**src/rtl/nibble_uart_pkg.sv**
```systemverilog
// nibble_uart_pkg: shared types and constants for the nibble UART transmitter.
// NIBBLE_TX_PARITY_EN adds the PARITY state to the frame.
package nibble_uart_pkg;
    localparam int DATA_BITS = 4;
    localparam int IDX_W = 2;
    localparam logic IDLE_LEVEL = 1'b1;
`ifdef NIBBLE_TX_PARITY_EN
    typedef enum logic [2:0] {IDLE, START, DATA, PARITY, STOP} tx_state_t;
`else
    typedef enum logic [2:0] {IDLE, START, DATA, STOP} tx_state_t;
`endif
endpackage

```
**src/rtl/nibble_baud_gen.sv**
```systemverilog
// nibble_baud_gen: bit-time counter; bit_end marks the last clk of each serial bit.
module nibble_baud_gen #(
    parameter int CLKS_PER_BIT = 4
) (
    input  logic clk,
    input  logic reset,
    input  logic clear,
    output logic bit_end
);
    localparam int CW = (CLKS_PER_BIT > 2) ? $clog2(CLKS_PER_BIT) : 1;
    logic [CW-1:0] cnt_q, cnt_d;
    assign bit_end = (cnt_q == CW'(CLKS_PER_BIT - 1));
    assign cnt_d = (clear || bit_end) ? '0 : cnt_q + CW'(1);
    always_ff @(posedge clk or negedge reset) begin
        if (!reset) cnt_q <= '0;
        else        cnt_q <= cnt_d;
    end
endmodule

```
**src/rtl/nibble_uart_tx.sv**
```systemverilog
// nibble_uart_tx: pops nibbles from a FIFO and sends each as start, 4 data LSB-first, stop.
// NIBBLE_TX_PARITY_EN inserts an even parity bit before the stop bit.
module nibble_uart_tx
    import nibble_uart_pkg::*;
#(
    parameter int CLKS_PER_BIT = 4
) (
    input  logic                 clk,
    input  logic                 reset,
    input  logic                 tx_en,
    input  logic                 fifo_empty,
    input  logic [DATA_BITS-1:0] fifo_data,
    output logic                 rd_en,
    output logic                 tx_out,
    output logic                 busy,
    output logic                 frame_done
);
`ifdef NIBBLE_TX_PARITY_EN
    localparam tx_state_t AFTER_DATA = PARITY;
    logic par_q, par_d;
`else
    localparam tx_state_t AFTER_DATA = STOP;
`endif
    tx_state_t state_q, state_d;
    logic [DATA_BITS-1:0] shreg_q, shreg_d;
    logic [IDX_W-1:0] idx_q, idx_d;
    logic bit_end, tx_d;

    // Gated by reset so no pop can escape while the block is held in reset
    assign rd_en = reset & (state_q == IDLE) & tx_en & ~fifo_empty;

    nibble_baud_gen #(.CLKS_PER_BIT(CLKS_PER_BIT)) u_baud (
        .clk    (clk),
        .reset  (reset),
        .clear  (rd_en | ((state_q != IDLE) & bit_end)),
        .bit_end(bit_end)
    );

    always_comb begin
        state_d = state_q;
        shreg_d = shreg_q;
        idx_d   = idx_q;
`ifdef NIBBLE_TX_PARITY_EN
        par_d   = par_q;
`endif
        case (state_q)
            IDLE: if (rd_en) begin
                state_d = START;
                shreg_d = fifo_data;
`ifdef NIBBLE_TX_PARITY_EN
                par_d   = ^fifo_data;
`endif
            end
            START: if (bit_end) state_d = DATA;
            DATA: if (bit_end) begin
                shreg_d = shreg_q >> 1;
                idx_d   = idx_q + IDX_W'(1);
                if (idx_q == IDX_W'(DATA_BITS - 1)) state_d = AFTER_DATA;
            end
`ifdef NIBBLE_TX_PARITY_EN
            PARITY: if (bit_end) state_d = STOP;
`endif
            STOP: if (bit_end) state_d = IDLE;
            default: state_d = IDLE;
        endcase
        // Line level is a function of the state being entered so tx_out can be registered
        tx_d = IDLE_LEVEL;
        if (state_d == START) tx_d = 1'b0;
        if (state_d == DATA)  tx_d = shreg_d[0];
`ifdef NIBBLE_TX_PARITY_EN
        if (state_d == PARITY) tx_d = par_d;
`endif
    end

    always_ff @(posedge clk or negedge reset) begin
        if (!reset) begin
            state_q    <= IDLE;
            shreg_q    <= '0;
            idx_q      <= '0;
`ifdef NIBBLE_TX_PARITY_EN
            par_q      <= 1'b0;
`endif
            tx_out     <= IDLE_LEVEL;
            busy       <= 1'b0;
            frame_done <= 1'b0;
        end else begin
            state_q    <= state_d;
            shreg_q    <= shreg_d;
            idx_q      <= idx_d;
`ifdef NIBBLE_TX_PARITY_EN
            par_q      <= par_d;
`endif
            tx_out     <= tx_d;
            busy       <= (state_d != IDLE);
            frame_done <= (state_q == STOP) & bit_end;
        end
    end
endmodule

```
**config.mk**
```make
export PLATFORM = sky130hd
export DESIGN_NAME = nibble_uart_tx
export DESIGN_NICKNAME = d
export VERILOG_FILES = /design/src/rtl/nibble_uart_pkg.sv /design/src/rtl/nibble_baud_gen.sv /design/src/rtl/nibble_uart_tx.sv
export SDC_FILE = /design/constraint.sdc
export NUM_CORES = 1
export LEC_CHECK = 0
export BUFFER_PORTS_ARGS = -buffer_cell sky130_fd_sc_hd__buf_4
export CORE_MARGIN = 2
export CORE_UTILIZATION = 52
export CTS_CLUSTER_DIAMETER = 50
export DETAILED_ROUTE_END_ITERATION = 7
export HOLD_SLACK_MARGIN = 0.03
export PLACE_DENSITY = 0.76
export SKIP_CTS_REPAIR_TIMING = 1
export SKIP_LAST_GASP = 1
export SYNTH_ARGS = -nofsm -noshare
export SYNTH_HDL_FRONTEND = slang
export SYNTH_HIERARCHICAL = 1
export SYNTH_SLANG_ARGS = --single-unit
export TNS_END_PERCENT = 5
```
**constraint.sdc**
```tcl
create_clock -name clk -period 2.25 [get_ports clk]
set_input_delay 0.5625 -clock clk [delete_from_list [all_inputs] [get_ports clk]]
set_output_delay 0.5625 -clock clk [all_outputs]
set_load 0.01 [all_outputs]
```
==> metrics.yaml, run 1 <==
cts_tree: "built"
gp_congestion: 0.7607
crit_fanout: 10
core_um2: 1301
grt_pass1_wl_um: 1987
io_pins: 12
worstPathArrival_ns: 1.49
rsz0062_at_grt: "no"
setup_violations: 0
synth_nets: 75
drive_gt1_share_pct: 31.58
comb_power_share_pct: 23.6
synth_area_leaders: "dfrtp_1, nand4bb_4, dfstp_2, ha_1, a21oi_1"
path_clk_slew_ns: 0.09
grt.overflow.total: 0
grt_max_degree: 15
p_leak_nw: 0.3912
p_sw_uw: 178.0
run_status: "finished, final reports clean"
finalHoldViolations: 0
syn-instance-count: 65
cts_root_buf: "clkbuf_4"
hpwl_um: 907.7
nNetsFinal: 87
ys.flop_type: "dfrtp_1"
synth_largest_area_cell: "dfrtp_1"
final_area_um2: 823.3
clock_sinks: 14
drt-vias-per-instance: 5.505
grt_pass1_vias: 443
drt-total-wl_um: 1236
wl_per_cell_um: 13.58
intPower_uw: 435.9
crit_start: "state_q[2]"
p_clk_share_pct: 24.2
track_usage_pct: 19.30
ys_seq_area_share_pct: 48.95
cts-htree-levels: 1
ys_async_sr_fraction_pct: 100.0
hold_class: "input port to asynchronous set/reset pin"
start_util_pct: 55.19
ys_ff_latch: 14
fin_crit_sh_pct: 91.02
insertion_delay_ns: 0.28
synth_edf_count: 0
drc: 0
syn_area_um2: 718.2
io_buffers: 11
yosysWarnings: 6
cp_cell_sequence: "nand4bb_4, nor3_4, buf_4"
seqPwrFrac_pct: 52.2
ant_nets: 0
slew_violations: 0
die_w_um: 41.17
first_iter_violations: 11
crit_path_end_kind: "output pin"
period_needed_ns: 2.048
p_sw_share_pct: 29.00
num_vias: 501
peakVddDrop_v: 0.0004006
max-clock-path-buffers: 2
rows: 13
die-area_um2: 1695
fp.dieH_um: 41.17
dr.pass1.iters: 4
syn_area_per_cell_um2: 11.05
crit_path_start_kind: "register"
finalClockSkew_ns: 0.01123
fmax_mhz: 488.3
post_dp_cell_area_um2: 797.0
r2r-start: "u_baud/cnt_q[0]"
cp_slowest_cell: "dfrtp_1"
max_stage_delay_ns: 0.48
drv_cap: 0
cts_inserted_buffers: 3
fin_setup_tns_ns: 0
cp_num_buf_inv: 1
required_ns: 1.69
area_delta_synth_final_pct: 14.63
path_delay_family: "simple AND/OR/NAND/NOR gates"
antenna_found_initial: 0
power_per_cell_area_nw_per_um2: 745.6
final_cell_mix: "dfrtp_1, buf_4, nor2_1, nand2_1, a21oi_1"
synth.distinct_cells: 33
final_common_cell: "dfrtp_1"
synth_top_area_share_pct: 45.30
path_class: "register to output pin"
diodes: 0
==> synthesized netlist by cell type, types with 2 or more instances <==
master,instances
nand2b_1,3
and3_2,2
nor2_1,5
buf_2,2
a22o_1,2
nand2_1,5
a21oi_1,4
a21o_1,2
dfrtp_1,13
nor3b_1,2
ha_1,2
a31oi_1,2
==> metrics by stage <==
stage	total power, mW	worst slack, ns	std cells	hold WS [ns]	util [%]
final	0.6139	0.2021	91	0.2248	63.27
after global routing	0.6527	0.1106	91	0.2389	63.27
after CTS	0.6187	0.1964	91	0.2305	63.27
after detailed placement	0.4742	0.3745	87	0.4497	61.25
after global placement	0.4589	0.3916	87	0.4445	61.25
after floorplan	0.4255	0.6648	65	0.2669	-
==> path summary, 6_finish.rpt <==
path | end | slack, ns | cells after the start
max | rd_en | 0.20 | 3
min | u_baud/cnt_q[0] | 0.22 | 2
max reg2reg | idx_q[1] | 0.69 | 3
min reg2reg | u_baud/cnt_q[0] | 0.46 | 1
max in group asynchronous | tx_out | 1.78 | 2
min in group clk | u_baud/cnt_q[0] | 0.46 | 1
==> power groups by stage <==
stage	sequential [mW]	combinational [mW]	clock, mW
2_1_floorplan	0.316	0.110	0
3_3_place_gp	0.324	0.135	0
3_5_place_dp	0.326	0.148	0
4_1_cts	0.321	0.148	0.150
5_1_grt	0.327	0.162	0.163
6_report	0.320	0.145	0.149
==> layer usage <==
| metal | vias to the layer above | track usage [%] | wire (um) | part of all wire, % |
|---|---|---|---|---|
| met2 | 8 | 29.30 | 580 | 47 |
| met4 | 0 | 14.52 | 39 | 3.2 |
| met1 | 240 | 24.23 | 583 | 47 |
| met3 | 4 | 3.261 | 32 | 2.6 |
| li1 | 249 | - | - | - |
| met5 | - | 0 | 0 | 0 |
==> cells by family after synthesis <==
| kind of cell | after synthesis | synth area share, % |
|---|---|---|
| buffers and inverters | 5 | 4.180 |
| muxes | 2 | 2.962 |
| and+or+nand+nor | 25 | 24.74 |
| adders and majority gates | 2 | 3.484 |
| other | 1 | 0.5221 |
| AOI/OAI and AO/OA | 15 | 13.94 |
| DFF | 14 | 48.96 |
| xor gates and xnor gates | 1 | 1.220 |
==> registers in the layout (all words and copies together) (netlist names) <==
register,flops
tx_out,1
u_baud/cnt_q,2
busy,1
shreg_q,4
state_q,3
frame_done,1
idx_q,2
==> worst register-to-register path, delay by kind of cell, from the launching register on <==
family        cells  cell delay (ns)
flops             1             0.38
mux               1             0.34
simple gates      1             0.33
fa+ha+maj         1             0.40
==> layout make-up <==
cell class	instances	area (um^2)
clock buffer	4	26.28
fill	113	478.0
timing repair buffer	12	90.09
tap	15	18.77
multi-input combinational	46	336.6
sequential	14	351.6
Power figures use the tool's default switching activity.
==> run 2: changes to the inputs <==
==> constraint.sdc (replaced) <==
create_clock -name clk -period 2.25 [get_ports clk]
set_input_delay 0.225 -clock clk [delete_from_list [all_inputs] [get_ports clk]]
set_output_delay 0.225 -clock clk [all_outputs]
set_load 0.01 [all_outputs]
==> run 2 against run 1 <==
Net effect: register-to-register slack improved by 0.04 ns; setup slack improved by 0.22 ns; clock skew decreased by 0.0059 ns; combinational power decreased by 3%; non-clock buffer count unchanged; die area unchanged; utilization increased by 0.96 points; clock-buffer cell count unchanged; sequential cell count unchanged; hold slack got worse by 0.082 ns; critical endpoint unchanged; largest power group unchanged.
==> metrics.yaml, run 2 (synthesized netlist as in run 1, its figures left out) <==
final_cell_mix: "dfrtp_1, buf_4, nor2_1, nand2_1, a21oi_1"  # unchanged
finalClockSkew_ns: 0.005317  # was 0.01123 ns
largest-register: "shreg_q"  # unchanged
required_ns: 2.03  # was 1.69 ns
fp.dieH_um: 41.17  # unchanged
grt_max_degree: 16  # was 15
die_w_um: 41.17  # unchanged
crit_path_start_kind: "input port"  # was register
setup_violations: 0  # unchanged
nFillCells: 97  # was 113
hold_class: "input port to register"  # was input port to asynchronous set/reset pin
drt-total-wl_um: 1085  # was 1236 um
largest_reg_flops: 4  # unchanged
antenna_found_initial: 0  # unchanged
die-area_um2: 1695  # unchanged
dr.pass1.iters: 4  # unchanged
track_usage_pct: 17.39  # was 19.30%
slew_violations: 0  # unchanged
post_dp_cell_area_um2: 789.5  # was 797.0 um^2
final_common_cell: "dfrtp_1"  # unchanged
grt_pass1_vias: 409  # was 443
drive_gt1_share_pct: 31.58  # unchanged
seqCellArea_um2: 351.6  # unchanged
ant_nets: 0  # unchanged
final.setup.worst_slack_ns: 0.4243  # was 0.2021 ns
r2r_slack_ns: 0.73  # was 0.69 ns
crit_fanout: 15  # was 10
gp_congestion: 0.7513  # was 0.7607
p_leak_nw: 0.3966  # was 0.3912 nW
nNetsFinal: 87  # unchanged
diodes: 0  # unchanged
final_area_um2: 835.8  # was 823.3 um^2
num_vias: 486  # was 501
hpwl_um: 777.2  # was 907.7 um
first_iter_violations: 11  # unchanged
utilization_pct: 64.23  # was 63.27%
rsz0062_at_grt: "no"  # unchanged
grt_pass1_wl_um: 1828  # was 1987 um
largestRegisters: "shreg_q: 4 flops, state_q: 3 flops"  # unchanged
worstPathArrival_ns: 1.60  # was 1.49 ns
start_util_pct: 55.19  # unchanged
pre_cts_ws_ns: 0.7575  # was 0.3745 ns
cts_inserted_buffers: 3  # unchanged
max-clock-path-buffers: 2  # unchanged
power_per_cell_area_nw_per_um2: 759.5  # was 745.6 nW/um^2
clock_sinks: 14  # unchanged
insertion_delay_ns: 0.28  # about the same
drv_cap: 0  # unchanged
io_buffers: 11  # unchanged
run_status: "finished, final reports clean"  # unchanged
peakVddDrop_v: 0.0005161  # was 0.0004006 V
drc: 0  # unchanged
wl_per_cell_um: 11.92  # was 13.58 um
layout.cells.non_filler: 91  # unchanged
cts_root_buf: "clkbuf_4"  # unchanged
drt-vias-per-instance: 5.341  # was 5.505
finalPower_uw: 634.8  # was 613.9 uW
crit_path_end_kind: "output pin"  # unchanged
finalHoldViolations: 0  # unchanged
rows: 13  # unchanged
path_clk_slew_ns: 0.08  # was 0.09 ns
fin_setup_tns_ns: 0  # unchanged
hold_slack_ns: 0.1431  # was 0.2248 ns
fin_crit_sh_pct: 81.14  # was 91.02%
period_needed_ns: 1.826  # was 2.048 ns
dp.cells: 86  # was 87
cts_tree: "built"  # unchanged
grt.overflow.total: 0  # unchanged
core_um2: 1301  # unchanged
cts-htree-levels: 1  # unchanged
io_pins: 12  # unchanged
multiInputGateArea_um2: 336.6  # unchanged
path_class: "input port to output pin"  # was register to output pin
area_delta_synth_final_pct: 16.38  # was 14.63%
fmax_mhz: 547.7  # was 488.3 MHz
[run 2: metal layers]
| layer | share of wire, % | vias up | wire, um | track usage [%] |
|---|---|---|---|---|
| li1 | - | 250 | - | - |
| met1 | 50 | 212 | 545 | 26.03 |
| met2 | 41 | 19 | 448 | 21.88 |
| met3 | 5.5 | 5 | 60 | 3.261 |
| met4 | 2.7 | 0 | 29 | 12.10 |
| met5 | 0 | - | 0 | 0 |
[run 2: path summary, 6_finish.rpt]
| check | startpoint | endpoint | cells after the start |
|---|---|---|---|
| max | reset | rd_en | 5 |
| min | fifo_data[3] | shreg_q[3] | 3 |
| max reg2reg | u_baud/cnt_q[0] | tx_out | 5 |
| min reg2reg | u_baud/cnt_q[0] | u_baud/cnt_q[0] | 1 |
| max in group asynchronous | reset | tx_out | 2 |
| min in group asynchronous | reset | u_baud/cnt_q[1] | 2 |
[run 2: critical path, cell delays in order]
cell and delay, ns:
dlygate4sd3_1 0.52, buf_4 0.23, nand4bb_4 0.17, nor3_4 0.27, buf_4 0.18
[run 2: cell type report]
| class | count | area share (%) |
|---|---|---|
| clock buffer | 4 | 4.341 |
| multi-input combinational | 46 | 40.27 |
| sequential | 14 | 42.07 |
| tap | 15 | 2.246 |
| timing repair buffer | 12 | 11.08 |
[run 2: where the power goes]
part	switching (mW)	internal (mW)	leakage, nW
clock	0.0780	0.0984	0.0210
sequential	0.0257	0.293	0.179
combinational	0.0657	0.0743	0.196
total	0.169	0.465	0.397
==> run 3: changes to the inputs <==
==> constraint.sdc (replaced) <==
create_clock -name clk -period 1.7 [get_ports clk]
set_input_delay 0.17 -clock clk [delete_from_list [all_inputs] [get_ports clk]]
set_output_delay 0.17 -clock clk [all_outputs]
set_load 0.01 [all_outputs]
==> run 3 against run 2 <==
Net effect: via count is 8.6% higher; critical endpoint unchanged; critical path depth is 2 lower; hold slack worse by 0.052 ns; sequential power is 33% higher; clock power grew 37%; routed wire length rose by 12%; highest routed layer unchanged; first-iteration DRC count grew 45%; non-clock buffer count is 2 higher; setup slack worse by 0.31 ns.
==> metrics.yaml, run 3 (synthesized netlist as in run 1, its figures left out) <==
cts-htree-levels: 1  # unchanged
required_ns: 1.53  # was 2.03 ns
die-area_um2: 1695  # unchanged
antenna_found_initial: 0  # unchanged
finalHoldViolations: 0  # unchanged
largest_reg_flops: 4  # unchanged
worstPathArrival_ns: 1.42  # was 1.60 ns
finalPower_uw: 856.8  # was 634.8 uW
insertion_delay_ns: 0.28  # about the same
path_class: "register to output pin"  # was input port to output pin
setup_violations: 0  # unchanged
hpwl_um: 892.1  # was 777.2 um
io_pins: 12  # unchanged
start_util_pct: 55.19  # unchanged
worstMarginPinSlew_ns: 0.6484
final.setup.worst_slack_ns: 0.1099  # was 0.4243 ns
p_leak_nw: 0.4059  # was 0.3966 nW
drt-total-wl_um: 1212  # was 1085 um
finalClockSkew_ns: 0.004945  # was 0.005317 ns
worstHoldStart: "fifo_data[3]"  # unchanged
crit_path_start_kind: "register"  # was input port
io_buffers: 11  # unchanged
drt-vias-per-instance: 5.677  # was 5.341
wl_per_cell_um: 13.03  # was 11.92 um
grt_pass1_vias: 455  # was 409
final_cell_mix: "dfrtp_1, buf_4, nor2_1, nand2_1, a21oi_1"  # unchanged
fmax_mhz: 628.9
path_clk_slew_ns: 0.09  # was 0.08 ns
nFillCells: 105  # was 97
grt_max_degree: 16  # unchanged
max-clock-path-buffers: 2  # unchanged
nNetsFinal: 89  # was 87
gp_congestion: 0.8108  # was 0.7513
crit_path_end_kind: "output pin"  # unchanged
die_w_um: 41.17  # unchanged
rows: 13  # unchanged
ff2ff_path_depth: 3  # was 5
fin_setup_tns_ns: 0  # unchanged
track_usage_pct: 18.84  # was 17.39%
drc: 0  # unchanged
num_vias: 528  # was 486
cts_tree: "built"  # unchanged
cts_inserted_buffers: 3  # unchanged
rsz0062_at_grt: "no"  # unchanged
largestRegisters: "shreg_q: 4 flops, state_q: 3 flops"  # unchanged
power_per_cell_area_nw_per_um2: 1001  # was 759.5 nW/um^2
slew_violations: 0  # unchanged
slew_headroom_pct: 56.63
ant_nets: 0  # unchanged
fin_crit_sh_pct: 93.54
crit_start: "state_q[2]"  # was reset
pre_cts_ws_ns: 0.1956  # was 0.7575 ns
area_delta_synth_final_pct: 19.16  # was 16.38%
fp.dieH_um: 41.17  # unchanged
r2r_slack_ns: 0.18  # was 0.73 ns
cts_root_buf: "clkbuf_4"  # unchanged
r2r-start: "u_baud/cnt_q[0]"  # unchanged
drv_cap: 0  # unchanged
first_iter_violations: 16  # was 11
clock_sinks: 14  # unchanged
run_status: "finished, final reports clean"  # unchanged
hold_class: "input port to register"  # unchanged
peakVddDrop_v: 0.0005597  # was 0.0005161 V
dr.pass1.iters: 4  # unchanged
period_needed_ns: 1.590
diodes: 0  # unchanged
crit_fanout: 7  # was 15
grt_pass1_wl_um: 1973  # was 1828 um
drive_gt1_share_pct: 34.62  # was 31.58%
largest-register: "shreg_q"  # unchanged
core_um2: 1301  # unchanged
grt.overflow.total: 0  # unchanged
hold_path_depth: 3  # unchanged
[run 3: power breakdown]
part	internal, mW	leakage [nW]	switching [mW]
registers	0.388	0.178	0.0352
logic	0.102	0.207	0.0908
clock network	0.130	0.0210	0.110
[run 3: final timing paths]
check                                        to
max in group asynchronous            state_q[2]
worst max-delay path                      rd_en
worst min register to register  u_baud/cnt_q[0]
worst min-delay path                 shreg_q[3]
min in group asynchronous       u_baud/cnt_q[1]
worst max register to register         idx_q[1]
[run 3: through the flow]
stage / hold WS (ns) / utilization (%) / cells / cell area, um^2
finish: 0.09108 / 65.77 / 93 / 855.8
global placement: 0.03540 / 61.25 / 87 / 797.0
global route: 0.1339 / 65.77 / 93 / 855.8
detailed placement: 0.03808 / 61.25 / 87 / 797.0
floorplan: -0.1256 / - / 65 / 718.2
CTS: -0.2693 / 64.04 / 91 / 833.3
[run 3: worst max-delay path, stage by stage (launching register included)]
cell and delay (ns):
dfrtp_2 0.41, nand4bb_4 0.24, nor3_4 0.33, buf_6 0.15
[run 3: routing by layer]
layer / up-vias / wire, um / track usage (%)
li1: 254 / - / -
met1: 250 / 555 / 25.94
met2: 20 / 566 / 26.95
met3: 4 / 66 / 3.261
met4: 0 / 25 / 12.10
met5: - / 0 / 0
[run 3: area by class of cell]
cell class	instances	area (um^2)	share of cell area, %
sequential	14	352.8	41.23
multi-input combinational	46	336.6	39.33
timing repair buffer	14	111.4	13.01
clock buffer	4	36.28	4.240
tap	15	18.77	2.193
